`src/rtl/decode_stage.sv`:
```
// decode_stage: decodes up to DECODE_WIDTH RV32I instructions per cycle into one registered
// stage feeding rename. Define DECODE_SFB_EN to build the short-forward-branch shadow tracker.
package decode_pkg;
    typedef enum logic [2:0] {
        IMM_NONE = 3'd0, IMM_I = 3'd1, IMM_S = 3'd2, IMM_B = 3'd3, IMM_U = 3'd4, IMM_J = 3'd5
    } imm_t;
    typedef enum logic [1:0] {EXU_ALU = 2'd0, EXU_BRU = 2'd1, EXU_LSU = 2'd2, EXU_SYS = 2'd3} exu_t;
    typedef struct packed {
        logic       legal;
        logic [3:0] uop;
        exu_t       exu;
        logic       rd_we;
        logic       rs1_re;
        logic       rs2_re;
        imm_t       imm_type;
        logic       branch;
        logic       jump;
    } ctrl_t;
    typedef struct packed {
        logic        valid;
        ctrl_t       ctrl;
        logic [4:0]  rd;
        logic [4:0]  rs1;
        logic [4:0]  rs2;
        logic [31:0] imm;
        logic [31:0] btarget;
        logic        shadowed;
        logic        sfb;
    } lane_t;
endpackage

module decode_stage
    import decode_pkg::*;
#(
    parameter int DECODE_WIDTH = 2,
    parameter int MAX_SHADOW   = 3,
    parameter int CNT_W        = 3
) (
    input  logic                         clk,
    input  logic                         rst,
    input  logic                         flush,
    input  logic                         in_valid,
    output logic                         in_ready,
    input  logic [31:0]                  in_pc,
    input  logic [DECODE_WIDTH-1:0]      in_lane_valid,
    input  logic [32*DECODE_WIDTH-1:0]   in_instr,
    output logic                         out_valid,
    input  logic                         out_ready,
    output logic [DECODE_WIDTH-1:0]      out_lane_valid,
    output ctrl_t [DECODE_WIDTH-1:0]     out_ctrl,
    output logic [5*DECODE_WIDTH-1:0]    out_rd,
    output logic [5*DECODE_WIDTH-1:0]    out_rs1,
    output logic [5*DECODE_WIDTH-1:0]    out_rs2,
    output logic [32*DECODE_WIDTH-1:0]   out_imm,
    output logic [32*DECODE_WIDTH-1:0]   out_btarget,
    output logic [DECODE_WIDTH-1:0]      out_shadowed,
    output logic [DECODE_WIDTH-1:0]      out_sfb
);
    // ALU uops are {alt, funct3}; BRU/LSU uops reuse funct3 with these extras.
    localparam logic [3:0] UOP_LUI   = 4'b1010;
    localparam logic [3:0] UOP_AUIPC = 4'b1011;
    localparam logic [3:0] UOP_JAL   = 4'b1000;
    localparam logic [3:0] UOP_JALR  = 4'b1001;

    if ((2 ** CNT_W) <= MAX_SHADOW || DECODE_WIDTH < 1 || DECODE_WIDTH > 4) begin : g_bad_cfg
        $error("decode_stage: unsupported DECODE_WIDTH / CNT_W / MAX_SHADOW combination");
    end

    function automatic ctrl_t decode_ctrl(input logic [31:0] instr);
        ctrl_t      c;
        logic [2:0] f3;
        logic [6:0] f7;
        f3 = instr[14:12];
        f7 = instr[31:25];
        c  = '0;
        case (instr[6:0])
            7'b0110111, 7'b0010111: begin
                c.legal = 1'b1; c.exu = EXU_ALU; c.rd_we = 1'b1; c.imm_type = IMM_U;
                c.uop   = instr[5] ? UOP_LUI : UOP_AUIPC;
            end
            7'b1101111: begin
                c.legal = 1'b1; c.exu = EXU_BRU; c.rd_we = 1'b1; c.imm_type = IMM_J;
                c.uop   = UOP_JAL; c.jump = 1'b1;
            end
            7'b1100111: begin
                c.legal = (f3 == 3'd0); c.exu = EXU_BRU; c.rd_we = 1'b1; c.rs1_re = 1'b1;
                c.imm_type = IMM_I; c.uop = UOP_JALR; c.jump = 1'b1;
            end
            7'b1100011: begin
                c.legal = (f3[2:1] != 2'b01); c.exu = EXU_BRU; c.rs1_re = 1'b1; c.rs2_re = 1'b1;
                c.imm_type = IMM_B; c.uop = {1'b0, f3}; c.branch = 1'b1;
            end
            7'b0000011: begin
                c.legal = (f3 != 3'd3) && (f3 < 3'd6); c.exu = EXU_LSU; c.rd_we = 1'b1;
                c.rs1_re = 1'b1; c.imm_type = IMM_I; c.uop = {1'b0, f3};
            end
            7'b0100011: begin
                c.legal = (f3 < 3'd3); c.exu = EXU_LSU; c.rs1_re = 1'b1; c.rs2_re = 1'b1;
                c.imm_type = IMM_S; c.uop = {1'b1, f3};
            end
            7'b0010011: begin
                c.legal = (f3 == 3'd1) ? (f7 == 7'd0) :
                          (f3 == 3'd5) ? (f7 == 7'd0 || f7 == 7'h20) : 1'b1;
                c.exu = EXU_ALU; c.rd_we = 1'b1; c.rs1_re = 1'b1; c.imm_type = IMM_I;
                c.uop = {(f3 == 3'd5) && instr[30], f3};
            end
            7'b0110011: begin
                c.legal = (f7 == 7'd0) || (f7 == 7'h20 && (f3 == 3'd0 || f3 == 3'd5));
                c.exu = EXU_ALU; c.rd_we = 1'b1; c.rs1_re = 1'b1; c.rs2_re = 1'b1;
                c.imm_type = IMM_NONE; c.uop = {instr[30], f3};
            end
            7'b0001111, 7'b1110011: begin
                c.legal = 1'b1; c.exu = EXU_SYS;
            end
            default: c = '0;
        endcase
        if (c.legal) return c;
        else         return '0;
    endfunction

    function automatic logic [31:0] expand_imm(input imm_t t, input logic [31:0] i);
        case (t)
            IMM_I:   return {{20{i[31]}}, i[31:20]};
            IMM_S:   return {{20{i[31]}}, i[31:25], i[11:7]};
            IMM_B:   return {{19{i[31]}}, i[31], i[7], i[30:25], i[11:8], 1'b0};
            IMM_U:   return {i[31:12], 12'd0};
            IMM_J:   return {{11{i[31]}}, i[31], i[19:12], i[20], i[30:21], 1'b0};
            default: return 32'd0;
        endcase
    endfunction

    lane_t [DECODE_WIDTH-1:0] dec;
    lane_t [DECODE_WIDTH-1:0] stage_d, stage_q;
    logic                     out_valid_d, out_valid_q;
    logic                     accept;

`ifdef DECODE_SFB_EN
    localparam logic [31:0]      SFB_MAX_OFF = 32'(4 * (MAX_SHADOW + 1));
    localparam logic [CNT_W-1:0] CNT_ONE     = CNT_W'(1);
    logic [CNT_W-1:0] shadow_cnt_d, shadow_cnt_q, run_cnt;

    function automatic logic shadowable(input ctrl_t c);
        return c.legal && (c.exu == EXU_ALU);
    endfunction
`endif

    // Per-lane decode plus the in-order shadow walk carrying the running count
    always_comb begin : decode_lanes
        logic [31:0] instr;
        logic [31:0] pc;
        ctrl_t       c;
        dec = '0;
`ifdef DECODE_SFB_EN
        run_cnt = shadow_cnt_q;
`endif
        for (int l = 0; l < DECODE_WIDTH; l++) begin
            instr = in_instr[32*l +: 32];
            pc    = in_pc + (32'(l) << 2);
            c     = decode_ctrl(instr);
            if (in_lane_valid[l]) begin
                dec[l].valid   = 1'b1;
                dec[l].ctrl    = c;
                dec[l].rd      = c.rd_we  ? instr[11:7]  : 5'd0;
                dec[l].rs1     = c.rs1_re ? instr[19:15] : 5'd0;
                dec[l].rs2     = c.rs2_re ? instr[24:20] : 5'd0;
                dec[l].imm     = expand_imm(c.imm_type, instr);
                dec[l].btarget = (c.branch || c.imm_type == IMM_J) ? pc + dec[l].imm : 32'd0;
`ifdef DECODE_SFB_EN
                // A non-shadowable lane (branches included) kills the shadow before any new SFB starts.
                dec[l].shadowed = (run_cnt != '0) && shadowable(c);
                run_cnt         = dec[l].shadowed ? run_cnt - CNT_ONE : '0;
                dec[l].sfb      = c.branch && !dec[l].imm[31] && (dec[l].imm > 32'd4) &&
                                  (dec[l].imm <= SFB_MAX_OFF);
                run_cnt         = dec[l].sfb ? dec[l].imm[CNT_W+1:2] - CNT_ONE : run_cnt;
`endif
            end else begin
                dec[l] = '0;
            end
        end
    end

    assign in_ready = !out_valid_q || out_ready;
    assign accept   = in_valid && in_ready;

    // Next state: flush wins, then accept, then a consumed bundle drops valid, else hold
    always_comb begin
        out_valid_d = out_valid_q;
        stage_d     = stage_q;
`ifdef DECODE_SFB_EN
        shadow_cnt_d = shadow_cnt_q;
`endif
        if (flush) begin
            out_valid_d = 1'b0;
            stage_d     = '0;
`ifdef DECODE_SFB_EN
            shadow_cnt_d = '0;
`endif
        end else if (accept) begin
            out_valid_d = 1'b1;
            stage_d     = dec;
`ifdef DECODE_SFB_EN
            shadow_cnt_d = run_cnt;
`endif
        end else if (out_ready) begin
            out_valid_d = 1'b0;
        end else begin
            out_valid_d = out_valid_q;
        end
    end

    // Stage registers with synchronous reset
    always_ff @(posedge clk) begin
        if (rst) begin
            out_valid_q <= 1'b0;
            stage_q     <= '0;
`ifdef DECODE_SFB_EN
            shadow_cnt_q <= '0;
`endif
        end else begin
            out_valid_q <= out_valid_d;
            stage_q     <= stage_d;
`ifdef DECODE_SFB_EN
            shadow_cnt_q <= shadow_cnt_d;
`endif
        end
    end

    assign out_valid = out_valid_q;
    for (genvar l = 0; l < DECODE_WIDTH; l++) begin : g_out
        assign out_lane_valid[l]       = stage_q[l].valid;
        assign out_ctrl[l]             = stage_q[l].ctrl;
        assign out_rd[5*l +: 5]        = stage_q[l].rd;
        assign out_rs1[5*l +: 5]       = stage_q[l].rs1;
        assign out_rs2[5*l +: 5]       = stage_q[l].rs2;
        assign out_imm[32*l +: 32]     = stage_q[l].imm;
        assign out_btarget[32*l +: 32] = stage_q[l].btarget;
        assign out_shadowed[l]         = stage_q[l].shadowed;
        assign out_sfb[l]              = stage_q[l].sfb;
    end
endmodule

```
`config.mk`:
```
export PLATFORM = sky130hd
export DESIGN_NAME = decode_stage
export DESIGN_NICKNAME = d
export VERILOG_FILES = /design/src/rtl/decode_stage.sv
export SDC_FILE = /design/constraint.sdc
export NUM_CORES = 1
export LEC_CHECK = 0
export ABC_AREA = 0
export BUFFER_PORTS_ARGS = -buffer_cell sky130_fd_sc_hd__buf_2
export CORE_MARGIN = 5
export CORE_UTILIZATION = 30
export DETAILED_ROUTE_END_ITERATION = 16
export GPL_TIMING_DRIVEN = 0
export PLACE_DENSITY = 0.53
export REMOVE_ABC_BUFFERS = 1
export SLEW_MARGIN = 10
export SYNTH_ARGS = -nofsm -noshare
export SYNTH_HDL_FRONTEND = slang
export SYNTH_SLANG_ARGS = --single-unit
```
`constraint.sdc`:
```
create_clock -name clk -period 10.97 [get_ports clk]
set_input_delay 0.5485 -clock clk [delete_from_list [all_inputs] [get_ports clk]]
set_output_delay 0.5485 -clock clk [all_outputs]
set_load 0.01 [all_outputs]
```
==> out/qor.txt, run 1 <==
Reg clk slew, reported paths: 0.08 ns
Synth area leader: dfxtp_1
Synth Instances: 1398
Hold Crit Depth: 3
grt ovf: 0
placed cell area: 13400 µm²
clk_skew: 0.00721 ns
hold_buf cts: 0
CTS tree: built
Comb pwr share: 0.118
Tcrit/Tclk final: 0.569
post-route cell area: 14000 µm²
Avg Cell Area, Syn: 8.21 µm²
relative slew slack: 0.251
htree depth: 4
Clk pwr share: 0.430
Root Buffer: clkbuf_16
final hold vios: 0
setup slack, reg-to-reg: 7.10 ns
layout cells sized above 1: 0.226
required time worst endpoint: 11.33 ns
Total GRT Usage: 0.202
top post-synthesis cells by area: dfxtp_1, a22oi_1, ha_1
detail-routed via count per cell: 5.28
CP Max Fanout: 12
launch point of the worst path: in_instr[37]
sequential area share after synthesis: 0.333
EDFF count, synth: 0
drt pass-1 iters: 5
# resized after CTS: 0
die area: 42300 µm²
Post-synth ARST share: 0
# clock sinks: 191
Worst setup EP type: flip-flop
Die W: 206 µm
crit path time final: 6.24 ns
die height: 206 µm
post-route setup TNS: 0 ns
Synth top area share: 0.333
synth-to-layout area growth: 21.8%
worst slew pin tran: 1.12 ns
io pins: 299
max frequency: 160 MHz
Hold Startpoint: in_instr[11]
RSZ-0062 raised after global routing: false
Max Slew Vio Count: 0
Final ANT Viol Nets: 0
via count: 11400
core box area: 37800 µm²
Routed WL: 43900 µm
starting density of the core: 0.304
Sw Ratio: 0.296
Nets: 1816
maxcap violations: 0
I/O Buffers: 294
hold slack: 0.355 ns
status: complete, no violations
# Post-CTS Setup Buffers: 0
count of final setup violators: 0
end of the critical path: out_btarget[62]
cell area power density: 110 nW/µm²
clock latency on the worst-skew pair: 0.45 ns
vias in the first global route: 11100
TritonCTS buffer count: 17
post-synthesis register bit count: 191
arrival time worst endpoint: 6.60 ns
largest net degree at the start of global routing: 70
Synth Cell Area: 11500 µm²
cell-internal power: 1.08 mW
CP Class: primary input to flip-flop
most common cell in the synthesized netlist: nor2_1
WL/cell: 20.4 µm
synth unique cells: 87
FP Rows: 71
Post-synth top flop: dfxtp_1
Hold Path Class: primary input to flip-flop
R2R Path End: out_btarget[29]
antenna violations before repair: 4
Post-DP HPWL: 33900 µm
crit start category: primary input
Reg2Reg Depth: 9
Post-synth top cells: nor2_1, dfxtp_1, a22oi_1
drt initial violations: 593
maximum vdd drop: 0.110 mV
DRC: 0
global placer's final weighted congestion: 0.878
count of warnings emitted by yosys: 0
worst reg2reg startpoint: out_valid
Max clock buf depth: 2
Leakage Power: 6.47 nW
Net Sw Power: 0.453 mW
sequential fraction of design power: 0.453
first-pass GRT wire length: 66400 µm
-- cells by family after synthesis --
family | after synthesis | synth area share
DFF | 191 | 0.333
muxes | 6 | 0.00534
xor gates and xnor gates | 63 | 0.0481
adders and majority gates | 92 | 0.100
buffers and inverters | 119 | 0.0419
other | 1 | 0.000327
AOI/OAI and AO/OA | 455 | 0.281
and+or+nand+nor | 471 | 0.190
-- layer usage --
layer | wire, µm | vias to the layer above | GRT usage
met5 | 23 | - | 0
met4 | 665 | 4 | 0.0426
met3 | 3580 | 43 | 0.0596
met2 | 20400 | 353 | 0.340
met1 | 19200 | 5426 | 0.258
li1 | - | 5549 | -
-- placed cells by master, fill, tap and decap left out, types with 9 or more instances in the layout --
cell,netlist,layout
a21o_1,50,50
a21oi_1,79,79
a22o_1,20,20
a22oi_1,142,142
a31oi_1,13,13
and2_1,23,23
and3_1,14,12
buf_2,9,295
clkbuf_16,0,17
dfxtp_1,191,191
ha_1,84,84
inv_1,25,25
nand2_1,107,106
nand2b_1,17,17
nand3_1,17,17
nor2_1,215,213
nor2b_1,9,9
nor3_1,16,15
o21a_1,10,10
o21ai_0,49,49
or3_1,11,11
xnor2_1,37,37
xor2_1,26,26
-- worst min path at each step --
stage                            endpoint  slack, ns
after global placement    out_btarget[25]       0.44
after floorplan           out_btarget[30]       0.47
after detailed placement  out_btarget[59]       0.44
after CTS                       out_rd[4]       0.32
final                           out_rd[4]       0.35
after global routing            out_rd[9]       0.34
-- area by class of cell --
cell class	count	area [µm²]
fillers	3995	23800
multi-input cells	1091	7220
flip-flops and latches	191	3820
repair buffers	301	1600
well taps	511	639
clock buffers	17	425
clock inverters	15	173
inverters	25	93.8
diodes	2	5.00
-- flip-flops by register name, summed over array words and instances, names as in the netlist --
signal          count
out_imm            64
out_rd             10
out_btarget        64
out_rs2            10
out_ctrl           30
out_valid           1
out_rs1            10
out_lane_valid      2
-- critical path, cell delays in order --
cell      delay, ns
buf_2          0.20
inv_1          0.15
nor3_2         0.52
a21oi_1        0.14
nor2_1         0.71
nor2b_1        0.16
o21ai_1        0.57
nand2_1        0.23
ha_1           0.34
ha_1           0.38
a21o_1         0.19
a21o_1         0.17
a21o_1         0.19
a21o_1         0.18
a211oi_1       0.36
o31a_1         0.33
o21ai_0        0.21
nand3_1        0.15
a21boi_0       0.09
o21ai_0        0.24
a21boi_0       0.15
xor2_1         0.17
a22o_1         0.20
-- metrics by stage --
stage	worst slack (ns)	cells	power (mW)	utilization
floorplan	5.81	1307	0.803	-
global placement	4.29	2112	0.882	0.350
detailed placement	4.23	2119	0.890	0.354
CTS	4.72	2151	1.55	0.370
global route	4.29	2153	1.60	0.370
finish	4.73	2153	1.53	0.370
-- power groups by stage --
stage | clock (mW) | sequential [mW] | combinational, mW
2_1_floorplan | 0 | 0.710 | 0.0922
3_3_place_gp | 0 | 0.710 | 0.172
3_5_place_dp | 0 | 0.710 | 0.180
4_1_cts | 0.681 | 0.694 | 0.181
5_1_grt | 0.707 | 0.694 | 0.198
6_report | 0.659 | 0.694 | 0.180
Power figures use the tool's default switching activity.
==> run 2: changes to the inputs <==
- clock period: 10.97 -> 6.1 ns (I/O delays scaled with it)
==> out/qor.txt, run 2 (synthesis gave the netlist of run 1 again) <==
status: complete, no violations (unchanged)
Die W: 206 µm (unchanged)
launch point of the worst path: in_instr[6] (was in_instr[37])
sequential fraction of design power: 0.452 (was 0.453)
# resized after CTS: 0 (unchanged)
hold_buf cts: 0 (unchanged)
Nets: 1816 (unchanged)
arrival time worst endpoint: 5.92 ns (was 6.60 ns)
drt initial violations: 571 (was 593)
CP Cell Sequence: buf_2, and4b_1, and3b_1, nor2_2, a21o_1, nand2_1, and2_1, ha_1, o21ai_0, nand2b_1, maj3_1, and2_1, maj3_1, o211ai_1, o21ai_0, or3_1, a211oi_1, o31ai_1, a21o_1, xnor2_1, o21ai_1 (was buf_2, inv_1, nor3_2, a21oi_1, nor2_1, nor2b_1, o21ai_1, nand2_1, ha_1, ha_1, a21o_1, a21o_1, a21o_1, a21o_1, a211oi_1, o31a_1, o21ai_0, nand3_1, a21boi_0, o21ai_0, a21boi_0, xor2_1, a22o_1)
htree depth: 4 (unchanged)
R2R Path End: out_btarget[29] (unchanged)
Reg clk slew, reported paths: 0.08 ns (about the same)
most common cell after layout, fill and taps aside: buf_2 (unchanged)
count of final setup violators: 0 (unchanged)
crit path time final: 5.58 ns
commonest cells after routing, fill and taps aside: buf_2, nor2_1, dfxtp_1, a22oi_1, nand2_1 (unchanged)
Leakage Power: 6.47 nW (about the same)
Post-DP HPWL: 33900 µm (unchanged)
Comb pwr share: 0.118 (about the same)
post-route cell area: 14000 µm² (about the same)
vias in the first global route: 11100 (unchanged)
antenna violations before repair: 4 (unchanged)
# Post-CTS Setup Buffers: 0 (unchanged)
drt pass-1 iters: 5 (unchanged)
CTS tree: built (unchanged)
detail-routed via count per cell: 5.31 (was 5.28)
Clk pwr share: 0.430 (about the same)
die area: 42300 µm² (unchanged)
grt ovf: 0 (unchanged)
via count: 11400 (about the same)
cell area power density: 197 nW/µm² (was 110 nW/µm²)
final core area utilization: 0.371 (was 0.370)
CP Max Fanout: 19 (was 12)
io pins: 299 (unchanged)
clk_skew: 0.00670 ns (was 0.00721 ns)
Root Buffer: clkbuf_16 (unchanged)
post-place setup slack: -0.401 ns (was 4.23 ns)
Sw Ratio: 0.296 (about the same)
WL/cell: 20.4 µm (about the same)
FP Rows: 71 (unchanged)
end of the critical path: out_btarget[30] (was out_btarget[62])
Reg2Reg Depth: 9 (unchanged)
cell-internal power: 1.94 mW (was 1.08 mW)
Hold Crit Depth: 3 (unchanged)
core box area: 37800 µm² (unchanged)
worst reg2reg startpoint: out_valid (unchanged)
Net Sw Power: 0.817 mW (was 0.453 mW)
Final ANT Viol Nets: 0 (unchanged)
clock latency on the worst-skew pair: 0.45 ns (about the same)
max frequency: 179 MHz
global placer's final weighted congestion: 0.878 (unchanged)
# clock sinks: 191 (unchanged)
largest net degree at the start of global routing: 70 (unchanged)
post-route setup TNS: 0 ns (unchanged)
Worst path slowest cell: nor2_2 (was nor2_1)
Max clock buf depth: 2 (unchanged)
CP Class: primary input to flip-flop (unchanged)
fillers: 3991 (was 3995)
relative slew slack: 0.252 (was 0.251)
CP peak stage delay: 0.49 ns (was 0.71 ns)
I/O Buffers: 294 (unchanged)
fin worst setup slack: 0.518 ns (was 4.73 ns)
Worst setup EP type: flip-flop (unchanged)
Hold Path Class: primary input to flip-flop (unchanged)
Routed WL: 43900 µm (about the same)
first-pass GRT wire length: 66400 µm (unchanged)
maxcap violations: 0 (unchanged)
maximum vdd drop: 0.197 mV (was 0.110 mV)
starting density of the core: 0.304 (unchanged)
placed cell area: 13400 µm² (unchanged)
die height: 206 µm (unchanged)
RSZ-0062 raised after global routing: false (unchanged)
DRC: 0 (unchanged)
worst slew pin tran: 1.11 ns (was 1.12 ns)
Max Slew Vio Count: 0 (unchanged)
required time worst endpoint: 6.43 ns (was 11.33 ns)
Total GRT Usage: 0.202 (unchanged)
final hold vios: 0 (unchanged)
layout cells sized above 1: 0.229 (was 0.226)
Tcrit/Tclk final: 0.915
TritonCTS buffer count: 17 (unchanged)
synth-to-layout area growth: 22.0% (was 21.8%)
Pwr Total: 2.76 mW (was 1.53 mW)
crit start category: primary input (unchanged)
setup slack, reg-to-reg: 2.27 ns (was 7.10 ns)
==> run 2: changes by cell type in the layout (fill, tap and decap cells not counted) <==
cell	delta
a21oi_2	+2
a21oi_1	-2
nor3_4	+1
o21ai_2	+1
nor3_2	-1
nor2_2	+3
o21ai_1	-1
diode_2	+1
nor2_1	-3
==> run 2: how the worst min path moves through the flow <==
stage / slack (ns) / end / start
after global placement: 0.44 / out_btarget[25] / out_btarget[25]
after detailed placement: 0.44 / out_btarget[59] / out_btarget[59]
after global routing: 0.1 / out_rd[9] / in_instr[43]
after floorplan: 0.43 / out_valid / in_valid
after CTS: 0.08 / out_rd[4] / in_instr[11]
final: 0.11 / out_rd[4] / in_instr[11]
==> run 2: worst max-delay path: cells and delay by family <==
| kind | cells | cell delay [ns] |
|---|---|---|
| compound gates | 8 | 1.77 |
| simple gates | 8 | 2.39 |
| fa+ha+maj | 3 | 1.08 |
| xor+xnor | 1 | 0.15 |
| buf+inv | 1 | 0.21 |
==> run 2: layer usage <==
layer / GRT usage / routed length (µm) / vias up
li1: - / - / 5557
met1: 0.258 / 19200 / 5472
met2: 0.340 / 20400 / 368
met3: 0.0596 / 3490 / 42
met4: 0.0426 / 704 / 4
met5: 0 / 23 / -
==> run 2: power by group through the flow <==
| stage | clock network [mW] | logic [mW] | registers (mW) |
|---|---|---|---|
| 6_report | 1.19 | 0.325 | 1.25 |
| 5_1_grt | 1.27 | 0.357 | 1.25 |
| 4_1_cts | 1.22 | 0.325 | 1.25 |
| 3_5_place_dp | 0 | 0.323 | 1.28 |
| 3_3_place_gp | 0 | 0.309 | 1.28 |
| 2_1_floorplan | 0 | 0.166 | 1.28 |
==> run 2: final cells by class <==
class / count / area, µm² / area share
multi-input cells: 1091 / 7240 / 0.517
flip-flops and latches: 191 / 3820 / 0.273
repair buffers: 301 / 1600 / 0.114
well taps: 511 / 639 / 0.0457
clock buffers: 17 / 425 / 0.0304
clock inverters: 15 / 173 / 0.0123
inverters: 25 / 93.8 / 0.00670
diodes: 3 / 7.51 / 0.000536
==> run 2: metrics by stage <==
step / hold slack [ns] / std cells
global route: 0.0983 / 2153
floorplan: 0.434 / 1307
detailed placement: 0.443 / 2119
CTS: 0.0793 / 2151
finish: 0.109 / 2154
global placement: 0.437 / 2112
